==> src/rtl/harness_cmd_engine.sv <==
// Byte-stream command engine driving a DUT's packed inputs, reset and clock enable.
// Optional macro HARNESS_ACK_EN: acknowledge non-read commands with a 0x2E response byte.
module harness_cmd_engine #(
  parameter int IN_WIDTH   = 32,
  parameter int OUT_WIDTH  = 32,
  parameter int STEP_BYTES = 2
) (
  input  logic                 clk,
  input  logic                 rst,
  input  logic [7:0]           cmd_data,
  input  logic                 cmd_valid,
  output logic                 cmd_ready,
  output logic [7:0]           rsp_data,
  output logic                 rsp_valid,
  input  logic                 rsp_ready,
  output logic [IN_WIDTH-1:0]  dut_in,
  input  logic [OUT_WIDTH-1:0] dut_out,
  output logic                 dut_rst,
  output logic                 dut_ce,
  output logic                 done,
  output logic                 err
);

  localparam int IN_BYTES  = (IN_WIDTH + 7) / 8;
  localparam int OUT_BYTES = (OUT_WIDTH + 7) / 8;
  localparam int SW        = STEP_BYTES * 8;
  localparam logic [15:0] IN_LAST   = 16'(IN_BYTES - 1);
  localparam logic [15:0] STEP_LAST = 16'(STEP_BYTES - 1);
  localparam logic [15:0] OUT_LAST  = 16'(OUT_BYTES - 1);

`ifdef HARNESS_ACK_EN
  localparam bit ACK_EN = 1'b1;
`else
  localparam bit ACK_EN = 1'b0;
`endif

  typedef enum logic [2:0] {IDLE, LOAD_ARG, STEP_ARG, STEP, RESP, HALT} state_t;

  state_t                   state_r;
  logic [15:0]              arg_idx_r;
  logic [IN_WIDTH-1:0]      shadow_r;
  logic [IN_WIDTH-1:0]      dut_in_r;
  logic [SW-1:0]            count_r;
  logic [SW-1:0]            step_left_r;
  logic [OUT_BYTES*8-1:0]   rsp_buf_r;
  logic [15:0]              rsp_left_r;
  logic [7:0]               rsp_data_r;
  logic                     rsp_valid_r;
  logic                     halt_after_r;
  logic                     dut_rst_r;
  logic                     dut_ce_r;
  logic                     done_r;
  logic                     err_r;

  logic                     accept_s;
  logic [OUT_BYTES*8-1:0]   snap_s;
  logic [IN_WIDTH+7:0]      shadow_cat_s;
  logic [IN_WIDTH-1:0]      shadow_next_s;
  logic [SW+7:0]            step_cat_s;
  logic [SW-1:0]            step_next_s;
  logic                     unused_bits_s;

  assign cmd_ready = (state_r == IDLE) || (state_r == LOAD_ARG) || (state_r == STEP_ARG);
  assign accept_s  = cmd_valid && cmd_ready;

  // Load shifts bytes in MSB-first; step count shifts bytes in LSB-first from the top.
  assign shadow_cat_s  = {shadow_r, cmd_data};
  assign shadow_next_s = shadow_cat_s[IN_WIDTH-1:0];
  assign step_cat_s    = {cmd_data, count_r};
  assign step_next_s   = step_cat_s[SW+7:8];
  assign unused_bits_s = ^{shadow_cat_s[IN_WIDTH+7:IN_WIDTH], step_cat_s[7:0]};

  // Zero-pad the DUT output snapshot up to a whole number of bytes.
  always_comb begin
    snap_s = '0;
    snap_s[OUT_WIDTH-1:0] = dut_out;
  end

  // Command FSM with all outputs registered.
  always_ff @(posedge clk) begin
    if (rst) begin
      state_r      <= IDLE;
      arg_idx_r    <= 16'd0;
      shadow_r     <= '0;
      dut_in_r     <= '0;
      count_r      <= '0;
      step_left_r  <= '0;
      rsp_buf_r    <= '0;
      rsp_left_r   <= 16'd0;
      rsp_data_r   <= 8'h00;
      rsp_valid_r  <= 1'b0;
      halt_after_r <= 1'b0;
      dut_rst_r    <= 1'b1;
      dut_ce_r     <= 1'b0;
      done_r       <= 1'b0;
      err_r        <= 1'b0;
    end else begin
      case (state_r)
        IDLE: begin
          if (accept_s) begin
            arg_idx_r <= 16'd0;
            case (cmd_data)
              8'h68: begin
                rsp_data_r   <= snap_s[7:0];
                rsp_buf_r    <= snap_s >> 8;
                rsp_left_r   <= OUT_LAST;
                rsp_valid_r  <= 1'b1;
                halt_after_r <= 1'b0;
                state_r      <= RESP;
              end
              8'h69: begin
                done_r  <= 1'b1;
                state_r <= HALT;
              end
              8'h6A, 8'h6B: begin
                dut_rst_r <= (cmd_data == 8'h6A);
                if (ACK_EN) begin
                  rsp_data_r  <= 8'h2E;
                  rsp_left_r  <= 16'd0;
                  rsp_valid_r <= 1'b1;
                  state_r     <= RESP;
                end else begin
                  state_r <= IDLE;
                end
              end
              8'h6C:   state_r <= STEP_ARG;
              8'h6D:   state_r <= LOAD_ARG;
              default: begin
                err_r  <= 1'b1;
                done_r <= 1'b1;
                if (ACK_EN) begin
                  rsp_data_r   <= 8'h21;
                  rsp_left_r   <= 16'd0;
                  rsp_valid_r  <= 1'b1;
                  halt_after_r <= 1'b1;
                  state_r      <= RESP;
                end else begin
                  state_r <= HALT;
                end
              end
            endcase
          end
        end
        LOAD_ARG: begin
          if (accept_s) begin
            shadow_r <= shadow_next_s;
            if (arg_idx_r == IN_LAST) begin
              dut_in_r <= shadow_next_s;
              if (ACK_EN) begin
                rsp_data_r  <= 8'h2E;
                rsp_left_r  <= 16'd0;
                rsp_valid_r <= 1'b1;
                state_r     <= RESP;
              end else begin
                state_r <= IDLE;
              end
            end else begin
              arg_idx_r <= arg_idx_r + 16'd1;
            end
          end
        end
        STEP_ARG: begin
          if (accept_s) begin
            count_r <= step_next_s;
            if (arg_idx_r == STEP_LAST) begin
              if (step_next_s != '0) begin
                dut_ce_r    <= 1'b1;
                step_left_r <= step_next_s;
                state_r     <= STEP;
              end else if (ACK_EN) begin
                rsp_data_r  <= 8'h2E;
                rsp_left_r  <= 16'd0;
                rsp_valid_r <= 1'b1;
                state_r     <= RESP;
              end else begin
                state_r <= IDLE;
              end
            end else begin
              arg_idx_r <= arg_idx_r + 16'd1;
            end
          end
        end
        STEP: begin
          if (step_left_r == SW'(1)) begin
            dut_ce_r <= 1'b0;
            if (ACK_EN) begin
              rsp_data_r  <= 8'h2E;
              rsp_left_r  <= 16'd0;
              rsp_valid_r <= 1'b1;
              state_r     <= RESP;
            end else begin
              state_r <= IDLE;
            end
          end else begin
            step_left_r <= step_left_r - SW'(1);
          end
        end
        RESP: begin
          if (rsp_ready) begin
            if (rsp_left_r == 16'd0) begin
              rsp_valid_r <= 1'b0;
              state_r     <= halt_after_r ? HALT : IDLE;
            end else begin
              rsp_data_r <= rsp_buf_r[7:0];
              rsp_buf_r  <= rsp_buf_r >> 8;
              rsp_left_r <= rsp_left_r - 16'd1;
            end
          end
        end
        HALT:    state_r <= HALT;
        default: state_r <= IDLE;
      endcase
    end
  end

  assign rsp_data  = rsp_data_r;
  assign rsp_valid = rsp_valid_r;
  assign dut_in    = dut_in_r;
  assign dut_rst   = dut_rst_r;
  assign dut_ce    = dut_ce_r;
  assign done      = done_r;
  assign err       = err_r;

endmodule

==> config.mk <==
export PLATFORM = sky130hd
export DESIGN_NAME = harness_cmd_engine
export DESIGN_NICKNAME = d
export VERILOG_FILES = /design/src/rtl/harness_cmd_engine.sv
export SDC_FILE = /design/constraint.sdc
export NUM_CORES = 1
export LEC_CHECK = 0
export CAP_MARGIN = 20
export CORE_ASPECT_RATIO = 0.5
export CORE_MARGIN = 5
export CORE_UTILIZATION = 59
export CTS_BUF_LIST = sky130_fd_sc_hd__clkbuf_4 sky130_fd_sc_hd__clkbuf_8 sky130_fd_sc_hd__clkbuf_16
export CTS_CLUSTER_SIZE = 16
export DETAILED_ROUTE_END_ITERATION = 6
export GPL_TIMING_DRIVEN = 0
export PLACE_DENSITY = 0.85
export SLEW_MARGIN = 20
export SYNTH_ARGS = -nofsm -noshare
export SYNTH_HDL_FRONTEND = slang
export SYNTH_SLANG_ARGS = --single-unit
==> constraint.sdc <==
create_clock -name clk -period 5.6 [get_ports clk]
set_input_delay 1.4 -clock clk [delete_from_list [all_inputs] [get_ports clk]]
set_output_delay 1.4 -clock clk [all_outputs]
set_load 0.02 [all_outputs]
After elaboration in Yosys (flattened, before gate mapping)
Index checks and enable logic that the tools add are counted.

Flip-flop bits (word level): 168. Bits of input ports: 44. Output and inout bits: 46. Logic and storage cells: 118.

$add $sub $neg: 3. Eq/ne operators: 28. Mux-type cells: 47. Bitwise logic cells: 2. Reduce and logical (&&, ||, !) cells: 24.

Operators with widths (number): $mux W16 (13); $mux W32 (4); $pmux W16 S2 (2); $pmux W32 S2 (1); $eq A8 B7 Y1 const B (6); $pmux W16 S3 (1); $eq A16 B1 Y1 const B (2); $mux W8 (4); $sub A16 B1 Y16 const B (2); $mux W3 (8); $ne A2 B2 Y1 const B (10); $reduce_and A5 Y1 (4); $pmux W3 S6 (1); $add A16 B1 Y16 const B (1); $eq A16 B2 Y1 const B (1); $logic_not A16 Y1 (1); $pmux W8 S2 (1); $reduce_bool A16 Y1 (1); $pmux W3 S4 (1); $reduce_and A3 Y1 (4); $mux W1 (8); $ne A2 B1 Y1 const B (4); $reduce_and A8 Y1 (1); $eq A3 B2 Y1 const B (2); other kinds (15) (21).

Logic depth before layout (Yosys ltp)
Depth in word-level cells: 6. Depth in mapped cells: 9.

Worst setup path before layout
No wires, ideal clock.

Path kind: input -> register. Start point: input port cmd_data[2]. End point: register step_left_r[0]. Setup time: 0.074 ns. Arrival: 2.961 ns. Required time: 5.526 ns. Path slack: 2.565 ns. Cell stages on the path: 8. Cells stage by stage: clkbuf_1 > nor3_1 > and3_1 > a31oi_1 > o211ai_1 > clkbuf_1 > or3b_2 > a31oi_1.

Longest elaborated chain between the ends: 3.

RTL lines: start: declaration (RTL line 10) `input logic [7:0] cmd_data,`; $reduce_bool A16 Y1 (RTL line 166) `if (step_next_s != '0) begin`; $ne A2 B1 Y1 (no source line); $reduce_and A5 Y1 (no source line); end signal: assignment (RTL line 168) `step_left_r <= step_next_s;`; end signal: assignment (RTL line 195) `step_left_r <= step_left_r - SW'(1);`; end: declaration (RTL line 44) `logic [SW-1:0] step_left_r;`.

Every way passes these cells. A chain may end at the register's enable or synchronous reset.

Final worst setup path
Start point: input port cmd_valid. End point: register rsp_buf_r[7].

Longest elaborated chain between the ends: 3.

RTL lines: start: declaration (RTL line 11) `input logic cmd_valid,`; $logic_and A1 B1 Y1 (RTL line 64) `assign accept_s = cmd_valid && cmd_ready;`; $ne A2 B2 Y1 (no source line); $reduce_and A5 Y1 (no source line); end signal: assignment (RTL line 105) `rsp_buf_r <= snap_s >> 8;`; end signal: assignment (RTL line 205) `rsp_buf_r <= rsp_buf_r >> 8;`; end: declaration (RTL line 45) `logic [OUT_BYTES*8-1:0] rsp_buf_r;`.

Every way passes these cells.

==> metrics.yaml <==
status: "complete, no violations"
netlist-cell-type-count: 57
path_class: "in2reg"
rows: 27
core-area_sq_um: 11100
ctsHtreeMaxLevel: 4
setup_tns_ns: 0
rsz0062_at_grt: "no"
portBuffers: 87
drc: 0
wl_met3_mm: 1.35
hold_violations: 0
drv_slew: 0
total_leakage_power_nw: 2.85
yosysTopAreaCell: "dfxtp_1"
via_per_inst: 5.85
wl_met2_mm: 8.44
dieArea_sq_um: 13800
finalSetupViolCount: 0
synth.area.mux_share_pct: 1.19
crit_arrival_ns: 4.18
wirelength_mm: 17.9
clock.fmax_mhz: 260
synth_flop_cell: "dfxtp_1"
placed_cells: 1073
die_y_um: 85.6
gp_congestion: 0.943
whs_endpoint: "dut_in[27]"
synth_edf_count: 0
syn_area_sq_um: 6750
placed_cell_area_sq_um: 7800
netlist_instances: 841
cts_made_buffers: 17
hpwl_mm: 12.8
io_pins: 90
r2r_setup_slack_ns: 2.74
r2r-start: "state_r[2]"
via_count: 6467
synthAdderAreaFrac_pct: 1.11
grt_pass1_wl_mm: 29.4
path_max_fanout: 10
met1_length_mm: 7.82
cts_tree: "yes"
critPathLaunch: "cmd_valid"
ys_seq_area_share_pct: 45.1
synth_common_cells: "nand2_1 (202), dfxtp_1 (152), nor2_1 (102)"
synth_most_common_cell: "nand2_1"
min_period_over_period_pct: 68.6
worstPathRequired_ns: 5.93
synth_compound_area_share_pct: 18.6
r2r-end: "rsp_buf_r[7]"
clk_path_buf_depth: 2
synthTopCellsByArea: "dfxtp_1 (45%), nand2_1 (11%), a21oi_1 (6.8%), nor2_1 (5.7%), a311oi_2 (5.3%)"
synth_top_family_by_area: "simple AND/OR/NAND/NOR gates"
drive_gt1_share_pct: 8.44
worst_pin_slew_ns: 0.956
p_per_area_nw_per_um2: 407
synthSimpleGateAreaFrac_pct: 26.5
period_minus_slack_ns: 3.84
grt_overflow_total: 0
wl_per_cell_um: 16.2
grt_max_degree: 17
drt_iter0_markers: 645
maxCapViolCount: 0
cts_hold_buf: 0
clock-skew-final_ns: 0.0152
clkSinkCount: 152
drtPass1Iterations: 6
synth-xor-area-share_pct: 3.24
async_flop_share_pct: 0
hold_class: "reg2reg"
synth.net_count: 891
cts_resized: 0
fin_nets: 997
antenna_found_initial: 0
max_slew_margin_pct: 35.9
track_usage_pct: 26.1
grt_pass1_vias: 6085
ys_ff_latch: 152
cp-start-kind: "input port"
synth.avg_cell_area_sq_um: 8.02
endpoint_kind: "flop"
fillers: 810
clk_latency_ns: 0.43
top_layer_used: "met4"
r2r_cells: 9
die_w_um: 161
holdWs_ns: 0.450
diodes: 0
hold_start: "dut_in[27]"
clkTransAtPathRegs_ns: 0.07
start_util_pct: 60.9
synth_top_area_share_pct: 45.1
cts-root-buf: "clkbuf_16"
design_area_sq_um: 8390
yosys_warnings: 0
post_cts_buffers: 0
hold_depth: 2
area_delta_synth_final_pct: 24.2
peakVddDrop_mv: 0.234
final_antenna_net_count: 0
instances_no_fill: 1105
## worst max-delay path: stages
cell and delay [ns]:
clkdlybuf4s50_1 0.57, nor4b_1 0.63, and4_1 0.40, buf_2 0.27, o22a_1 0.19, buf_6 0.16
buf_2 0.22, nor2_1 0.08, a311oi_2 0.24
## where the power goes
part	leakage, nW	switching [W]	internal [W]
registers	1.23	0.0000954	0.00120
logic	1.33	0.000593	0.000382
clock network	0.289	0.000492	0.000649
## state kept, by name, summed over array words and instances (netlist names)
name,count
rsp_buf_r,24
step_left_r,16
dut_rst,1
count_r,8
rsp_left_r,16
err,1
done,1
shadow_r,24
rsp_data,8
arg_idx_r,16
state_r,3
dut_in,32
rsp_valid,1
dut_ce,1
## through the flow
step	power, W	util [%]	setup WS, ns
after detailed placement	0.00226	70.4	1.39
after global placement	0.00224	70.4	1.54
after global routing	0.00358	75.7	1.65
after floorplan	0.00199	-	2.56
final	0.00341	75.7	1.76
after CTS	0.00339	75.7	1.81
## cell usage in the layout, fill, tap and decap left out, drive strengths merged, types with 6 or more instances in the layout
master         Yosys  final
nand2            202    202
nand4              6      6
ha                 6      6
buf                9      9
or2                6      6
o21ai             20     20
clkbuf            46     65
nor4              15     15
nor3              16     16
dfxtp            152    152
a22oi              9      9
a31oi              6      6
or4                8      8
xnor2              8      8
mux2i              8      8
xor2              17     17
nand3             16     16
nor2             103    103
inv               11     19
a21oi             92     92
or3                8      8
a311oi            24     24
clkdlybuf4s50      0     87
## final cells by class
type                            instances  area (sq um)  area share, %
Buffer                                 55           245           2.92
Clock buffer                           19           453           5.40
Clock inverter                         13           131           1.57
Inverter                               12          45.0          0.537
Multi-Input combinational cell        622          3420           40.7
Sequential cell                       152          3040           36.3
Tap cell                              145           181           2.16
Timing Repair Buffer                   87           871           10.4
## kinds of logic after synthesis
| group | Yosys count |
|---|---|
| AOI/OAI and AO/OA | 178 |
| and+or+nand+nor | 405 |
| xor gates and xnor gates | 25 |
| muxes | 8 |
| buffers and inverters | 67 |
| DFF | 152 |
| adders and majority gates | 6 |
## worst max-delay path by stage
stage / to / slack [ns] / cells after the start
2_1_floorplan: step_left_r[0] / 2.56 / 8
3_3_place_gp: rsp_buf_r[6] / 1.54 / 9
3_5_place_dp: rsp_buf_r[7] / 1.39 / 9
4_1_cts: rsp_buf_r[7] / 1.81 / 9
5_1_grt: rsp_buf_r[7] / 1.65 / 9
6_report: rsp_buf_r[7] / 1.76 / 9
## per-layer routing
| layer | up-vias | GRT usage, % |
|---|---|---|
| met5 | - | 0 |
| met4 | 0 | 8.90 |
| met3 | 33 | 5.28 |
| met2 | 280 | 44.7 |
| met1 | 3035 | 33.5 |
| li1 | 3119 | - |
Note: power is estimated with default switching activity, not from simulation.
